## src/rtl/toast_fetch_buffer_pkg.sv

```systemverilog
// ============================================================================
// toast_fetch_buffer_pkg : constants shared by the IF/ID fetch buffer.
// Revision: 1.0
// ============================================================================
`default_nettype none

package toast_fetch_buffer_pkg;

   // addi x0, x0, 0 -- presented to ID whenever the buffer is empty
   localparam logic [31:0] TOAST_NOP      = 32'h0000_0013;
   localparam int          TOAST_FB_DEPTH = 4;

endpackage

`default_nettype wire

```

## src/rtl/toast_fb_regfile.sv

```systemverilog
// ============================================================================
// toast_fb_regfile : DEPTH x WIDTH storage, one write port, async read port.
// Revision: 1.0
// ============================================================================
`default_nettype none

module toast_fb_regfile
   import toast_fetch_buffer_pkg::*;
#(
   parameter int WIDTH      = 64,
   parameter int DEPTH      = TOAST_FB_DEPTH,
   parameter int ADDR_WIDTH = $clog2(DEPTH)
) (
   input  logic                  clk,
   input  logic                  wr_en,
   input  logic [ADDR_WIDTH-1:0] wr_addr,
   input  logic [WIDTH-1:0]      wr_data,
   input  logic [ADDR_WIDTH-1:0] rd_addr,
   output logic [WIDTH-1:0]      rd_data
);

   // Storage is intentionally unreset; the owner masks reads when empty.
   logic [WIDTH-1:0] mem [DEPTH];

   always_ff @(posedge clk) begin
      if (wr_en) begin
         mem[wr_addr] <= wr_data;
      end
   end

   assign rd_data = mem[rd_addr];

endmodule

`default_nettype wire

```

## src/rtl/toast_fetch_buffer.sv

```systemverilog
// ============================================================================
// toast_fetch_buffer : FWFT FIFO of (instruction, PC) pairs between IF and ID.
// Revision: 1.0
// ============================================================================
`default_nettype none

module toast_fetch_buffer
   import toast_fetch_buffer_pkg::*;
#(
   parameter int REG_DATA_WIDTH = 32,
   parameter int DEPTH          = TOAST_FB_DEPTH,
   parameter int CNT_WIDTH      = $clog2(DEPTH) + 1
) (
   input  logic                      clk_i,
   input  logic                      resetn_i,
   input  logic                      IF_valid_i,
   input  logic [REG_DATA_WIDTH-1:0] IF_instruction_i,
   input  logic [REG_DATA_WIDTH-1:0] IF_pc_i,
   output logic                      IF_ready_o,
   output logic                      ID_valid_o,
   output logic [REG_DATA_WIDTH-1:0] ID_instruction_o,
   output logic [REG_DATA_WIDTH-1:0] ID_pc_o,
   input  logic                      ID_ready_i,
   input  logic                      flush_i,
   output logic [CNT_WIDTH-1:0]      count_o
);

   localparam int PTR_WIDTH = $clog2(DEPTH);

   logic [PTR_WIDTH-1:0]        wr_ptr;
   logic [PTR_WIDTH-1:0]        rd_ptr;
   logic [CNT_WIDTH-1:0]        count;
   logic                        push;
   logic                        pop;
   logic [2*REG_DATA_WIDTH-1:0] head;

   // Status comes from the count register only, so no input reaches an output.
   assign IF_ready_o = (count < CNT_WIDTH'(DEPTH));
   assign ID_valid_o = (count != '0);
   assign count_o    = count;

   assign push = IF_valid_i & IF_ready_o & ~flush_i;
   assign pop  = ID_valid_o & ID_ready_i & ~flush_i;

   always_ff @(posedge clk_i or negedge resetn_i) begin
      if (!resetn_i) begin
         wr_ptr <= '0;
         rd_ptr <= '0;
         count  <= '0;
      end else if (flush_i) begin
         wr_ptr <= '0;
         rd_ptr <= '0;
         count  <= '0;
      end else begin
         if (push) begin
            wr_ptr <= wr_ptr + PTR_WIDTH'(1);
         end
         if (pop) begin
            rd_ptr <= rd_ptr + PTR_WIDTH'(1);
         end
         case ({push, pop})
            2'b10:   count <= count + CNT_WIDTH'(1);
            2'b01:   count <= count - CNT_WIDTH'(1);
            default: count <= count;
         endcase
      end
   end

   toast_fb_regfile #(
      .WIDTH (2 * REG_DATA_WIDTH),
      .DEPTH (DEPTH)
   ) u_regfile (
      .clk     (clk_i),
      .wr_en   (push),
      .wr_addr (wr_ptr),
      .wr_data ({IF_instruction_i, IF_pc_i}),
      .rd_addr (rd_ptr),
      .rd_data (head)
   );

   always_comb begin
      ID_instruction_o = REG_DATA_WIDTH'(TOAST_NOP);
      ID_pc_o          = '0;
      if (ID_valid_o) begin
         ID_instruction_o = head[2*REG_DATA_WIDTH-1:REG_DATA_WIDTH];
         ID_pc_o          = head[REG_DATA_WIDTH-1:0];
      end
   end

endmodule

`default_nettype wire

```

## config.mk

```make
export PLATFORM = sky130hd
export DESIGN_NAME = toast_fetch_buffer
export DESIGN_NICKNAME = d
export VERILOG_FILES = /design/src/rtl/toast_fetch_buffer_pkg.sv /design/src/rtl/toast_fb_regfile.sv /design/src/rtl/toast_fetch_buffer.sv
export SDC_FILE = /design/constraint.sdc
export NUM_CORES = 1
export LEC_CHECK = 0
export CORE_UTILIZATION = 25
export CTS_BUF_LIST = sky130_fd_sc_hd__clkbuf_8
export DETAILED_ROUTE_END_ITERATION = 6
export PLACE_DENSITY = 0.54
export SLEW_MARGIN = 15
export SYNTH_ARGS = -nofsm -noshare
export SYNTH_HDL_FRONTEND = slang
export SYNTH_SLANG_ARGS = --single-unit
```

## constraint.sdc

```tcl
create_clock -name clk_i -period 7 [get_ports clk_i]
set_input_delay 1.4 -clock clk_i [delete_from_list [all_inputs] [get_ports clk_i]]
set_output_delay 1.4 -clock clk_i [all_outputs]
set_load 0.01 [all_outputs]
```

Word level (Yosys, flattened, before mapping)
Memory sizes are Yosys's and may differ from the RTL's. Cells that the tools add are included. W data, S select, Z words.

Logic and storage cells: 30. Input port bits: 69. Register bits after elaboration: 7. Memories: 1. RAM bits: 256. Output and inout bits: 69.

Multiplexer cells: 10. Equality and inequality tests: 2. $lt $le $gt $ge: 1. Reduce and logical (&&, ||, !) cells: 4. Bitwise gates (word level): 5. Add/subtract/negate cells: 4.

Memory list: u_regfile.mem (depth 4, bits a word 64, read ports 1, clocked after memory_dff 0, wr ports 1, line toast_fb_regfile.sv:23) `logic [WIDTH-1:0] mem [DEPTH];`.

Operator list (number): $mux W32 (2); $mux W2 (4); $pmux W3 S2 (1); $reduce_bool A3 Y1 (2); $add A2 B1 Y2 const B (2); $and A1 B1 Y1 (4); $reduce_bool A2 Y1 (2); $add A3 B1 Y3 const B (1); $lt A3 B3 Y1 const B (1); $mux W3 (1); $sub A3 B1 Y3 const B (1); $eq A2 B1 Y1 const B (1); $eq A2 B2 Y1 const B (1); $mux W1 (2); $not A1 Y1 (1).

Longest topological paths before layout
Gate-level depths: netlist (run 1).

Depth in word-level cells: 6. Mapped depth: 7. Depth with buffers taken out: 7.

By module
A second synthesis (run 1) with hierarchy kept.

Cells, all modules: 455. Area, all modules: 10246.1 um2.

Modules (own cells, without submodules): toast_fb_regfile (times used 1, cells each 338, seq. area each 7687.4 um2, area each 9341.5 um2); toast_fetch_buffer (times used 1, cells each 117, seq. area each 175.2 um2, area each 904.6 um2).

Worst setup path before layout (run 1)
No wires, ideal clock.

Kind: input to register. Start: input port flush_i. End: memory u_regfile.mem[0][0], enable pin. Setup slack: 3.299 ns. Data required time: 6.571 ns. Stages on the path: 3. Arrival: 3.272 ns. Setup time: 0.429 ns. Path buffers: 1. Cell sequence: clkbuf_1 > nor2_1 > and2_1.

Cells in the longest elaborated chain, start to end: 4.

RTL lines: from (decl) (line toast_fetch_buffer.sv:24) `input logic flush_i,`; $not A1 Y1 (line toast_fetch_buffer.sv:42) `assign push = IF_valid_i & IF_ready_o & ~flush_i;`; $and A1 B1 Y1 (line toast_fetch_buffer.sv:42); $mux W1 (line toast_fb_regfile.sv:26) `if (wr_en) begin`; $mux W1 (not written as such) (line toast_fb_regfile.sv:27) `mem[wr_addr] <= wr_data;`; to (decl) (line toast_fb_regfile.sv:23).

Every way passes these cells.

Worst setup path in the final report (run 1)
Start: register rd_ptr[0]. End: output port ID_pc_o[23].

Cells in the longest elaborated chain, start to end: 2.

RTL lines: from (decl) (line toast_fetch_buffer.sv:31) `logic [PTR_WIDTH-1:0] rd_ptr;`; from (signal assigned) (line toast_fetch_buffer.sv:59) `rd_ptr <= rd_ptr + PTR_WIDTH'(1);`; $mem_v2 Z4 W64; $mux W32 (line toast_fetch_buffer.sv:84) `if (ID_valid_o) begin`; to (decl) (line toast_fetch_buffer.sv:22) `output logic [REG_DATA_WIDTH-1:0] ID_pc_o,`.

Every way passes these cells.

==> tab_implementation.tex, run 1 <==
\begin{tabular}{lr}
\hline
Metric & Value \\
\hline
\multicolumn{2}{l}{\textbf{STA}} \\
\quad Final setup violation count & 0 \\
\quad Sum of negative setup slack & 0 ns \\
\quad Fmax & 221 MHz \\
\quad Final count of hold timing violations & 0 \\
\quad Clock tree skew after final layout & 0.0146 ns \\
\quad RSZ-0062 raised after global routing & no \\
\quad Slew of the pin with the lowest slew margin & 1.06 ns \\
\quad Final Cycle Share & 0.645 \\
\quad Max-slew violation total from the final report & 0 \\
\quad Final critical path time including I/O delays and setup & 4.52 ns \\
\quad Headroom to the max-slew limit & 0.296 \\
\multicolumn{2}{l}{\textbf{Global routing}} \\
\quad Remaining Overflow, GRT & 0 \\
\quad GRT Util Overall & 0.109 \\
\quad Number of antenna violations at the first check in global routing & 0 \\
\quad Wire length of the first global-routing pass & 33,300 um \\
\quad Maximum number of pins on one net before global-route repair & 66 \\
\quad Vias in the first global route & 5,490 \\
\multicolumn{2}{l}{\textbf{Clock tree}} \\
\quad H-Tree Depth & 2 \\
\quad Bufs on Longest Clock Path & 3 \\
\quad Clock latency on the worst-skew pair & 0.57 ns \\
\quad Root Driver & sky130\_fd\_sc\_hd\_\_clkbuf\_8 \\
\quad TritonCTS clock tree & yes \\
\quad CTS Sinks & 263 \\
\quad Clock slew seen by the registers of the worst setup and hold paths & 0.06 ns \\
\quad Hold-fix buffer count after cts & 0 \\
\quad Number of gates resized after cts & 0 \\
\quad Post-CTS Setup Bufs & 0 \\
\quad Clock buffers created by TritonCTS & 45 \\
\multicolumn{2}{l}{\textbf{Logic synthesis}} \\
\quad Number of enable-type register cells in the synthesized netlist & 256 \\
\quad Number of unique standard cell types used by synthesis & 29 \\
\quad Synthesis-stage register bit count & 263 \\
\quad Post-synthesis cell area & 10,200 um\^{}2 \\
\quad Yosys top cell by area & sky130\_fd\_sc\_hd\_\_edfxtp\_1 \\
\quad Async set or reset register ratio after synthesis & 0.0266 \\
\quad Synth top area share & 0.756 \\
\quad Yosys synthesis warning count & 0 \\
\quad Most frequent cell after synthesis & sky130\_fd\_sc\_hd\_\_edfxtp\_1 \\
\quad Average instance area after synthesis & 22.0 um\^{}2 \\
\quad Sequential cell area fraction in the yosys report & 0.773 \\
\quad Prevailing post-synth register cell & sky130\_fd\_sc\_hd\_\_edfxtp\_1 \\
\quad Synth top area cells & sky130\_fd\_sc\_hd\_\_edfxtp\_1 (76\%), sky130\_fd\_sc\_hd\_\_mux4\_2 (14\%), sky130\_fd\_sc\_hd\_\_and2\_1 (4.0\%), sky130\_fd\_sc\_hd\_\_dfrtp\_1 (1.7\%), sky130\_fd\_sc\_hd\_\_buf\_6 (0.55\%) \\
\quad Total nets after synthesis & 536 \\
\quad Cell count after synthesis & 462 \\
\quad Synth cell count leaders & sky130\_fd\_sc\_hd\_\_edfxtp\_1 (256), sky130\_fd\_sc\_hd\_\_and2\_1 (65), sky130\_fd\_sc\_hd\_\_mux4\_2 (64) \\
\multicolumn{2}{l}{\textbf{Critical path}} \\
\quad Max FO, Critical Path & 35 \\
\quad Launching element type of the critical path & flip-flop \\
\quad Setup slack on the worst flop-to-flop path & 4.15 ns \\
\quad Worst Path Arrival & 3.12 ns \\
\quad Crit path kind & flip-flop to output pin \\
\quad Critical path capture point type & output pin \\
\quad Start of the worst register-to-register path & count\_o[0]\$\_DFFE\_PN0P\_ \\
\quad R2r endpoint & count\_o[2]\$\_DFFE\_PN0P\_ \\
\quad Depth of the worst register-to-register path & 7 \\
\quad WP data required & 5.60 ns \\
\multicolumn{2}{l}{\textbf{Placement}} \\
\quad HPWL reported at the end of detailed placement & 12,000 um \\
\quad GPL Wtd Cong & 0.700 \\
\quad Count of buffers inserted at the top-level ports & 137 \\
\multicolumn{2}{l}{\textbf{Outcome}} \\
\quad Outcome & finished clean \\
\multicolumn{2}{l}{\textbf{Detailed routing}} \\
\quad Routed length per instance & 18.4 um \\
\quad Antenna-violating nets left & 0 \\
\quad DRC errors left & 0 \\
\quad Number of DRC markers after the initial detailed-route iteration & 146 \\
\quad Final wirelength & 21,800 um \\
\quad Drt pass-1 iters & 4 \\
\quad Post-detailed-route via-to-cell ratio & 4.09 \\
\quad Routed via count & 4,849 \\
\multicolumn{2}{l}{\textbf{Final layout}} \\
\quad Layout cell share with drive strength beyond 1 & 0.200 \\
\quad Count of inserted antenna diode cells & 0 \\
\quad Share of the core filled with cells in the final layout & 0.324 \\
\quad Number of nets in the final layout & 703 \\
\quad Synthesis-to-finish area growth & 27.1\% \\
\multicolumn{2}{l}{\textbf{Die}} \\
\quad Core area & 39,900 um\^{}2 \\
\quad Number of top-level pins & 138 \\
\quad DIE WIDTH & 204 um \\
\quad Die footprint & 41,500 um\^{}2 \\
\quad Initial core utilization & 0.255 \\
\quad Die outline height & 204 um \\
\quad Number of core rows & 73 \\
\multicolumn{2}{l}{\textbf{Worst hold path}} \\
\quad Hold wc startpoint & wr\_ptr[1]\$\_DFFE\_PN0P\_ \\
\quad Hold-critical path endpoint & wr\_ptr[1]\$\_DFFE\_PN0P\_ \\
\quad Number of instances on the worst hold path & 2 \\
\quad Hold crit path type & flip-flop to flip-flop \\
\multicolumn{2}{l}{\textbf{Power and ir drop}} \\
\quad Power per unit of standard cell area & 270 nW/um\^{}2 \\
\quad Largest voltage drop on the vdd net & 0.122 mV \\
\quad Leakage Power & 4.08 nW \\
\multicolumn{2}{l}{\textbf{Flow run}} \\
\quad Number of maximum-capacitance violations & 0 \\
\hline
\end{tabular}
==> cell usage in the layout (no fill, tap or decap), drive strengths merged <==
cell type / count
clkbuf: 49
nor2: 5
a31oi: 2
a221oi: 1
mux2i: 2
clkinvlp: 1
or2: 3
nand2: 7
and2b: 1
and2: 65
o21ai: 3
or4: 1
xnor2: 2
nor3: 2
edfxtp: 256
ha: 4
dfrtp: 7
clkdlybuf4s50: 137
fa: 1
inv: 21
buf: 5
clkinv: 13
nand3: 3
mux4: 64
nand2b: 2
a21oi: 1
xor2: 3
==> worst max-delay path, stage by stage, from the launching register on <==
cell	delay (ns)
sky130_fd_sc_hd__dfrtp_4	0.93
sky130_fd_sc_hd__buf_12	0.38
sky130_fd_sc_hd__mux4_2	0.55
sky130_fd_sc_hd__and2_1	0.17
sky130_fd_sc_hd__clkdlybuf4s50_1	0.47
==> through the flow <==
stage / std cells / setup slack [ns] / total power, mW / hold WS [ns] / area, um^2
after floorplan: 462 / 3.30 / 2.08 / 0.543 / 10200
after global placement: 1107 / 2.96 / 2.31 / 0.573 / 12100
after detailed placement: 1107 / 2.97 / 2.31 / 0.578 / 12100
after CTS: 1186 / 2.29 / 3.57 / 0.586 / 12900
after global routing: 1186 / 2.22 / 3.66 / 0.636 / 12900
final: 1186 / 2.48 / 3.49 / 0.585 / 12900
==> area by class of cell <==
class | count | area (um^2)
fillers | 3817 | 27000
flip-flops and latches | 263 | 7870
multi-input cells | 172 | 2160
repair buffers | 142 | 1420
clock buffers | 49 | 674
well taps | 525 | 657
clock inverters | 30 | 121
inverters | 5 | 21.3
==> flip-flops by register name, summed over array words and instances, names as in the netlist <==
name / cells
count_o: 3
rd_ptr: 2
u_regfile.mem: 256
wr_ptr: 2
==> per-layer routing <==
layer  GRT usage  up-vias  share of wire
met5           0        -              0
met4      0.0467        0          0.021
met3      0.0300       34          0.051
met2       0.185      129           0.51
met1       0.130     2480           0.42
li1            -     2206              -
==> how the worst max path moves through the flow <==
| stage | from | endpoint | slack [ns] |
|---|---|---|---|
| floorplan | flush_i | u_regfile.mem[0][0]$_DFFE_PP_ | 3.30 |
| global placement | rd_ptr[0]$_DFFE_PN0P_ | ID_instruction_o[27] | 2.96 |
| detailed placement | rd_ptr[0]$_DFFE_PN0P_ | ID_instruction_o[27] | 2.97 |
| CTS | rd_ptr[0]$_DFFE_PN0P_ | ID_instruction_o[27] | 2.29 |
| global route | rd_ptr[0]$_DFFE_PN0P_ | ID_instruction_o[27] | 2.22 |
| finish | rd_ptr[0]$_DFFE_PN0P_ | ID_pc_o[23] | 2.48 |
==> power by group <==
| part | internal, mW | switching [mW] | total (mW) |
|---|---|---|---|
| combinational | 0.249 | 0.190 | 0.440 |
| sequential | 1.78 | 0.0385 | 1.82 |
| clock | 0.638 | 0.595 | 1.23 |
| total | 2.67 | 0.823 | 3.49 |
==> kinds of logic after synthesis <==
kind of cell / share of synthesized area
AO/OA/AOI/OAI: 0.00406
AND/OR/NAND/NOR: 0.0527
buffers and inverters: 0.0153
multiplexers: 0.144
adder cells (fa/ha/maj): 0.00689
flip-flops: 0.773
XOR/XNOR: 0.00431
Note: power is estimated with default switching activity, not from simulation.
==> inputs of run 2 (changes only) <==
PLACE_DENSITY = 0.55   (was 0.54)
clock period = 3.7 ns   (was 7 ns; I/O delays follow)
==> run 2 against run 1 <==
Effect of this change:
- wire length shrank 1.3%
- final cell count increased by 0.67%
- sequential cell count stayed put
- clock power increased by 84%
- critical path depth did not move
- largest cell class unchanged
- global-route usage decreased by 0.21 points
- combinational power is 100% higher
- sequential power increased by 88%
- via count increased by 1.9%
- die area stayed put
- total power increased by 88%
- non-clock buffer count grew 11
==> tab_implementation.tex, run 2 (synthesized netlist as in run 1, its figures left out) <==
\begin{tabular}{lr}
\hline
Metric & Value \\
\hline
\multicolumn{2}{l}{\textbf{Outcome}} \\
\quad Outcome & finished clean (unchanged) \\
\multicolumn{2}{l}{\textbf{Power and ir drop}} \\
\quad Leakage Power & 4.15 nW (was 4.08 nW) \\
\quad Largest voltage drop on the vdd net & 0.245 mV (was 0.122 mV) \\
\quad Power per unit of standard cell area & 502 nW/um\^{}2 (was 270 nW/um\^{}2) \\
\quad Power after layout & 6.56 mW (was 3.49 mW) \\
\multicolumn{2}{l}{\textbf{STA}} \\
\quad Post-route setup slack & 0.260 ns (was 2.48 ns) \\
\quad Final setup violation count & 0 (unchanged) \\
\quad Final Cycle Share & 0.930 \\
\quad Clock tree skew after final layout & 0.0106 ns (was 0.0146 ns) \\
\quad Max-slew violation total from the final report & 0 (unchanged) \\
\quad Sum of negative setup slack & 0 ns (unchanged) \\
\quad Fmax & 291 MHz \\
\quad Final critical path time including I/O delays and setup & 3.44 ns \\
\quad RSZ-0062 raised after global routing & no (unchanged) \\
\quad Final count of hold timing violations & 0 (unchanged) \\
\quad Slew of the pin with the lowest slew margin & 0.674 ns (was 1.06 ns) \\
\quad Headroom to the max-slew limit & 0.551 (was 0.296) \\
\quad Minimum hold slack & 0.449 ns (was 0.585 ns) \\
\multicolumn{2}{l}{\textbf{Critical path}} \\
\quad Critical path cell sequence & buf\_12, mux4\_2, and2\_1, clkdlybuf4s50\_1 (unchanged) \\
\quad Max FO, Critical Path & 31 (was 35) \\
\quad WP data required & 2.96 ns (was 5.60 ns) \\
\quad Crit path kind & flip-flop to output pin (unchanged) \\
\quad Worst path max stage delay & 0.58 ns (was 0.93 ns) \\
\quad Launching element type of the critical path & flip-flop (unchanged) \\
\quad Worst Path Arrival & 2.70 ns (was 3.12 ns) \\
\quad Slowest cell on the critical path & sky130\_fd\_sc\_hd\_\_dfrtp\_4 (unchanged) \\
\quad Critical path capture point type & output pin (unchanged) \\
\multicolumn{2}{l}{\textbf{Final layout}} \\
\quad Share of the core filled with cells in the final layout & 0.328 (was 0.324) \\
\quad Most common cell after layout, fill and taps aside & sky130\_fd\_sc\_hd\_\_edfxtp\_1 (unchanged) \\
\quad Number of cells in the finished layout apart from fillers & 1,194 (was 1,186) \\
\quad Layout cell share with drive strength beyond 1 & 0.212 (was 0.200) \\
\quad Count of inserted antenna diode cells & 0 (unchanged) \\
\quad Cell area after layout & 13,100 um\^{}2 (was 12,900 um\^{}2) \\
\quad Commonest cells after routing, fill and taps aside & sky130\_fd\_sc\_hd\_\_edfxtp\_1 (256), sky130\_fd\_sc\_hd\_\_clkdlybuf4s50\_1 (137), sky130\_fd\_sc\_hd\_\_mux4\_2 (64) (unchanged) \\
\quad Synthesis-to-finish area growth & 28.6\% (was 27.1\%) \\
\quad Largest Register & u\_regfile.mem (unchanged) \\
\quad Number of nets in the final layout & 714 (was 703) \\
\quad Largest register FFs & 256 (unchanged) \\
\multicolumn{2}{l}{\textbf{Detailed routing}} \\
\quad Routed length per instance & 18.1 um (was 18.4 um) \\
\quad Top routing layer used & met4 (unchanged) \\
\quad Routed via count & 4,939 (was 4,849) \\
\quad Routed met3 length & 1320 um (was 1120 um) \\
\quad Post-detailed-route via-to-cell ratio & 4.14 (was 4.09) \\
\quad Met2 wire len & 10,400 um (was 11,100 um) \\
\quad DRC errors left & 0 (unchanged) \\
\quad Wire length on met1 & 9290 um (was 9160 um) \\
\quad Number of DRC markers after the initial detailed-route iteration & 147 (was 146) \\
\quad Drt pass-1 iters & 4 (unchanged) \\
\quad Antenna-violating nets left & 0 (unchanged) \\
\quad Final wirelength & 21,600 um (was 21,800 um) \\
\multicolumn{2}{l}{\textbf{Clock tree}} \\
\quad Number of gates resized after cts & 0 (unchanged) \\
\quad Clock slew seen by the registers of the worst setup and hold paths & 0.06 ns (about the same) \\
\quad Root Driver & sky130\_fd\_sc\_hd\_\_clkbuf\_8 (unchanged) \\
\quad Bufs on Longest Clock Path & 3 (unchanged) \\
\quad CTS Sinks & 263 (unchanged) \\
\quad Clock buffers created by TritonCTS & 45 (unchanged) \\
\quad Hold-fix buffer count after cts & 0 (unchanged) \\
\quad TritonCTS clock tree & yes (unchanged) \\
\quad Clock latency on the worst-skew pair & 0.56 ns (was 0.57 ns) \\
\quad Post-CTS Setup Bufs & 0 (unchanged) \\
\quad H-Tree Depth & 2 (unchanged) \\
\multicolumn{2}{l}{\textbf{Die}} \\
\quad Initial core utilization & 0.255 (unchanged) \\
\quad Die footprint & 41,500 um\^{}2 (unchanged) \\
\quad Number of core rows & 73 (unchanged) \\
\quad Die outline height & 204 um (unchanged) \\
\quad Core area & 39,900 um\^{}2 (unchanged) \\
\quad DIE WIDTH & 204 um (unchanged) \\
\quad Number of top-level pins & 138 (unchanged) \\
\multicolumn{2}{l}{\textbf{Worst hold path}} \\
\quad Hold crit path type & primary input to asynchronous set/reset pin (was flip-flop to flip-flop) \\
\multicolumn{2}{l}{\textbf{Placement}} \\
\quad GPL Wtd Cong & 0.647 (was 0.700) \\
\quad Count of buffers inserted at the top-level ports & 137 (unchanged) \\
\quad HPWL reported at the end of detailed placement & 12,600 um (was 12,000 um) \\
\quad Worst-case setup slack after placement & 0.725 ns (was 2.97 ns) \\
\quad Instance count after placement with tap cells included & 1,118 (was 1,107) \\
\quad Dpl cell area & 12,300 um\^{}2 (was 12,100 um\^{}2) \\
\multicolumn{2}{l}{\textbf{Global routing}} \\
\quad Remaining Overflow, GRT & 0 (unchanged) \\
\quad Vias in the first global route & 5,402 (was 5,490) \\
\quad GRT Util Overall & 0.107 (was 0.109) \\
\quad Maximum number of pins on one net before global-route repair & 65 (was 66) \\
\quad Wire length of the first global-routing pass & 32,400 um (was 33,300 um) \\
\quad Number of antenna violations at the first check in global routing & 0 (unchanged) \\
\multicolumn{2}{l}{\textbf{Flow run}} \\
\quad Number of maximum-capacitance violations & 0 (unchanged) \\
\hline
\end{tabular}
[run 2: cell count changes in the layout (fill, tap and decap cells not counted)]
cell / delta
sky130_fd_sc_hd__buf_12: +8
sky130_fd_sc_hd__buf_4: +3
sky130_fd_sc_hd__clkinv_1: -1
sky130_fd_sc_hd__inv_1: -1
sky130_fd_sc_hd__clkbuf_8: -2
sky130_fd_sc_hd__clkinv_2: +1
[run 2: cell type report]
class,instances,area [um^2]
fill,3833,26800
sequential,263,7870
multi-input combinational,172,2160
timing repair buffer,153,1600
tap,525,657
clock buffer,47,647
clock inverter,29,119
inverter,5,21.3
[run 2: worst paths after layout]
kind | startpoint | endpoint | slack [ns] | depth (start not counted)
hold / removal | resetn_i | count_o[2]$_DFFE_PN0P_ | 0.45 | 1
setup reg to reg | count_o[0]$_DFFE_PN0P_ | count_o[2]$_DFFE_PN0P_ | 0.89 | 7
hold reg to reg | wr_ptr[1]$_DFFE_PN0P_ | wr_ptr[1]$_DFFE_PN0P_ | 0.58 | 2
min in group clk_i | wr_ptr[1]$_DFFE_PN0P_ | wr_ptr[1]$_DFFE_PN0P_ | 0.58 | 2
setup / recovery | rd_ptr[0]$_DFFE_PN0P_ | ID_instruction_o[23] | 0.26 | 4
max in group asynchronous | resetn_i | rd_ptr[0]$_DFFE_PN0P_ | 2.96 | 1
[run 2: power breakdown]
group / switching, mW / internal, mW
registers: 0.0421 / 3.38
logic: 0.388 / 0.494
clock network: 1.10 / 1.16
total: 1.53 / 5.03
[run 2: per-layer routing]
metal	track usage	vias to the layer above
met3	0.0318	41
met5	0	-
met2	0.172	139
met1	0.132	2532
met4	0.0494	0
li1	-	2227
[run 2: critical path: cells and delay by family, from the launching register on]
kind | cells | cell delay (ns)
flops | 1 | 0.58
buf+inv | 2 | 0.80
mux | 1 | 0.56
simple gates | 1 | 0.17
==> inputs of run 3 (changes only) <==
CORE_ASPECT_RATIO = 1.1   (was default)
CORE_UTILIZATION = 40   (was 25)
PLACE_DENSITY = 0.75   (was 0.55)
==> run 3 against run 2 <==
Effect of this change:
- combinational power shrank 1%
- final cell count shrank 19%
- via count grew 0.12%
==> tab_implementation.tex, run 3 (synthesized netlist as in run 1, its figures left out) <==
\begin{tabular}{lr}
\hline
Metric & Value \\
\hline
\multicolumn{2}{l}{\textbf{Outcome}} \\
\quad Outcome & finished clean (unchanged) \\
\multicolumn{2}{l}{\textbf{Global routing}} \\
\quad GRT Util Overall & 0.154 (was 0.107) \\
\quad Vias in the first global route & 5,618 (was 5,402) \\
\quad Maximum number of pins on one net before global-route repair & 67 (was 65) \\
\quad Wire length of the first global-routing pass & 30,400 um (was 32,400 um) \\
\quad Number of antenna violations at the first check in global routing & 0 (unchanged) \\
\quad Remaining Overflow, GRT & 0 (unchanged) \\
\multicolumn{2}{l}{\textbf{STA}} \\
\quad Clock tree skew after final layout & 0.00737 ns (was 0.0106 ns) \\
\quad Max-slew violation total from the final report & 0 (unchanged) \\
\quad Final Cycle Share & 0.930 (about the same) \\
\quad Final count of hold timing violations & 0 (unchanged) \\
\quad Fmax & 291 MHz (about the same) \\
\quad Sum of negative setup slack & 0 ns (unchanged) \\
\quad Headroom to the max-slew limit & 0.581 (was 0.551) \\
\quad Final setup violation count & 0 (unchanged) \\
\quad RSZ-0062 raised after global routing & no (unchanged) \\
\quad Slew of the pin with the lowest slew margin & 0.629 ns (was 0.674 ns) \\
\quad Final critical path time including I/O delays and setup & 3.44 ns (about the same) \\
\multicolumn{2}{l}{\textbf{Critical path}} \\
\quad Depth of the worst register-to-register path & 7 (unchanged) \\
\quad Launching element type of the critical path & flip-flop (unchanged) \\
\quad Start of the worst register-to-register path & count\_o[0]\$\_DFFE\_PN0P\_ (unchanged) \\
\quad WP data required & 2.96 ns (about the same) \\
\quad Critical path capture point type & output pin (unchanged) \\
\quad Crit path kind & flip-flop to output pin (unchanged) \\
\quad Worst Path Arrival & 2.70 ns (about the same) \\
\quad Max FO, Critical Path & 66 (was 31) \\
\quad R2r endpoint & count\_o[2]\$\_DFFE\_PN0P\_ (unchanged) \\
\quad Setup slack on the worst flop-to-flop path & 0.82 ns (was 0.89 ns) \\
\quad Worst Setup EP & ID\_instruction\_o[4] (was ID\_instruction\_o[23]) \\
\quad Start point of the critical path & rd\_ptr[0]\$\_DFFE\_PN0P\_ (unchanged) \\
\multicolumn{2}{l}{\textbf{Detailed routing}} \\
\quad Number of DRC markers after the initial detailed-route iteration & 299 (was 147) \\
\quad Routed length per instance & 20.0 um (was 18.1 um) \\
\quad Post-detailed-route via-to-cell ratio & 5.09 (was 4.14) \\
\quad Antenna-violating nets left & 0 (unchanged) \\
\quad Routed via count & 4,945 (was 4,939) \\
\quad DRC errors left & 0 (unchanged) \\
\quad Final wirelength & 19,500 um (was 21,600 um) \\
\quad Drt pass-1 iters & 6 (was 4) \\
\multicolumn{2}{l}{\textbf{Power and ir drop}} \\
\quad Leakage Power & 4.06 nW (was 4.15 nW) \\
\quad Largest voltage drop on the vdd net & 0.304 mV (was 0.245 mV) \\
\quad Fraction of power consumed by the clock network & 0.332 (was 0.345) \\
\quad Combinational fraction of design power & 0.136 (was 0.134) \\
\quad Net switching power figure & 1.48 mW (was 1.53 mW) \\
\quad Power per unit of standard cell area & 505 nW/um\^{}2 (was 502 nW/um\^{}2) \\
\quad Cell-internal power & 4.92 mW (was 5.03 mW) \\
\quad Sw Share & 0.232 (was 0.233) \\
\quad Flop pwr share & 0.532 (was 0.521) \\
\multicolumn{2}{l}{\textbf{Final layout}} \\
\quad FILL cells & 1,942 (was 3,833) \\
\quad Largest Register & u\_regfile.mem (unchanged) \\
\quad Number of nets in the final layout & 703 (was 714) \\
\quad Layout cell share with drive strength beyond 1 & 0.197 (was 0.212) \\
\quad Commonest cells after routing, fill and taps aside & sky130\_fd\_sc\_hd\_\_edfxtp\_1 (256), sky130\_fd\_sc\_hd\_\_clkdlybuf4s50\_1 (137), sky130\_fd\_sc\_hd\_\_mux4\_2 (64) (unchanged) \\
\quad Most common cell after layout, fill and taps aside & sky130\_fd\_sc\_hd\_\_edfxtp\_1 (unchanged) \\
\quad Synthesis-to-finish area growth & 24.6\% (was 28.6\%) \\
\quad Largest register FFs & 256 (unchanged) \\
\quad Cell area after layout & 12,700 um\^{}2 (was 13,100 um\^{}2) \\
\multicolumn{2}{l}{\textbf{Clock tree}} \\
\quad Clock slew seen by the registers of the worst setup and hold paths & 0.06 ns (about the same) \\
\quad CTS Sinks & 263 (unchanged) \\
\quad Clock buffers created by TritonCTS & 42 (was 45) \\
\quad H-Tree Depth & 2 (unchanged) \\
\quad Post-CTS Setup Bufs & 0 (unchanged) \\
\quad TritonCTS clock tree & yes (unchanged) \\
\quad Clock latency on the worst-skew pair & 0.53 ns (was 0.56 ns) \\
\quad Hold-fix buffer count after cts & 0 (unchanged) \\
\quad Bufs on Longest Clock Path & 3 (unchanged) \\
\quad Number of gates resized after cts & 0 (unchanged) \\
\quad Root Driver & sky130\_fd\_sc\_hd\_\_clkbuf\_8 (unchanged) \\
\multicolumn{2}{l}{\textbf{Placement}} \\
\quad Dpl cell area & 11,900 um\^{}2 (was 12,300 um\^{}2) \\
\quad HPWL reported at the end of detailed placement & 11,300 um (was 12,600 um) \\
\quad Count of buffers inserted at the top-level ports & 137 (unchanged) \\
\quad GPL Wtd Cong & 0.692 (was 0.647) \\
\multicolumn{2}{l}{\textbf{Die}} \\
\quad Die footprint & 26,100 um\^{}2 (was 41,500 um\^{}2) \\
\quad DIE WIDTH & 154 um (was 204 um) \\
\quad Number of top-level pins & 138 (unchanged) \\
\quad Number of core rows & 60 (was 73) \\
\quad Initial core utilization & 0.412 (was 0.255) \\
\quad Core area & 24,700 um\^{}2 (was 39,900 um\^{}2) \\
\quad Die outline height & 169 um (was 204 um) \\
\multicolumn{2}{l}{\textbf{Flow run}} \\
\quad Number of maximum-capacitance violations & 0 (unchanged) \\
\multicolumn{2}{l}{\textbf{Worst hold path}} \\
\quad Hold crit path type & primary input to asynchronous set/reset pin (unchanged) \\
\hline
\end{tabular}
## run 3: through the flow
step | cells | power [mW] | util | hold WS, ns | worst slack [ns]
6_report | 971 | 6.40 | 0.513 | 0.479 | 0.258
5_1_grt | 970 | 6.66 | 0.513 | 0.471 | 0.0595
4_1_cts | 970 | 6.49 | 0.513 | 0.449 | 0.124
3_5_place_dp | 895 | 4.35 | 0.484 | 0.577 | 0.710
3_3_place_gp | 895 | 4.33 | 0.484 | 0.556 | 0.698
2_1_floorplan | 462 | 3.93 | - | 0.444 | 0.659
## run 3: final cells by class
| cell class | count | area (um^2) | share of cell area |
|---|---|---|---|
| tap | 310 | 388 | 0.0306 |
| inverter | 5 | 21.3 | 0.00168 |
| timing repair buffer | 145 | 1510 | 0.119 |
| clock inverter | 33 | 144 | 0.0114 |
| antenna | 1 | 2.50 | 0.000198 |
| clock buffer | 42 | 578 | 0.0456 |
| multi-input combinational | 172 | 2160 | 0.171 |
| sequential | 263 | 7870 | 0.621 |
## run 3: per-layer routing
layer	global-route usage	share of wire	wire [um]	vias up
met5	0	0	0	-
met4	0.0557	0.020	388	0
met3	0.0409	0.061	1180	36
met2	0.273	0.52	10200	165
met1	0.181	0.40	7720	2535
li1	-	-	-	2209
## run 3: worst min-delay path by stage
stage                                startpoint                endpoint  slack (ns)
after floorplan                        resetn_i  count_o[0]$_DFFE_PN0P_        0.44
after global placement    wr_ptr[1]$_DFFE_PN0P_   wr_ptr[1]$_DFFE_PN0P_        0.56
after detailed placement  wr_ptr[1]$_DFFE_PN0P_   wr_ptr[1]$_DFFE_PN0P_        0.58
after CTS                              resetn_i  count_o[1]$_DFFE_PN0P_        0.45
after global routing                   resetn_i  count_o[1]$_DFFE_PN0P_        0.47
final                                  resetn_i  count_o[1]$_DFFE_PN0P_        0.48
## run 3: critical path, stage by stage, from the launching register on
cell and delay (ns):
sky130_fd_sc_hd__dfrtp_4 0.41, sky130_fd_sc_hd__buf_12 0.45, sky130_fd_sc_hd__mux4_2 0.58, sky130_fd_sc_hd__or2_1 0.22
sky130_fd_sc_hd__clkdlybuf4s50_1 0.49
## run 3: power by group through the flow
stage	clock network, mW	logic [mW]	registers, mW
CTS	2.20	0.893	3.40
floorplan	0	0.465	3.46
global route	2.31	0.943	3.41
global placement	0	0.873	3.46
detailed placement	0	0.889	3.47
finish	2.13	0.870	3.40
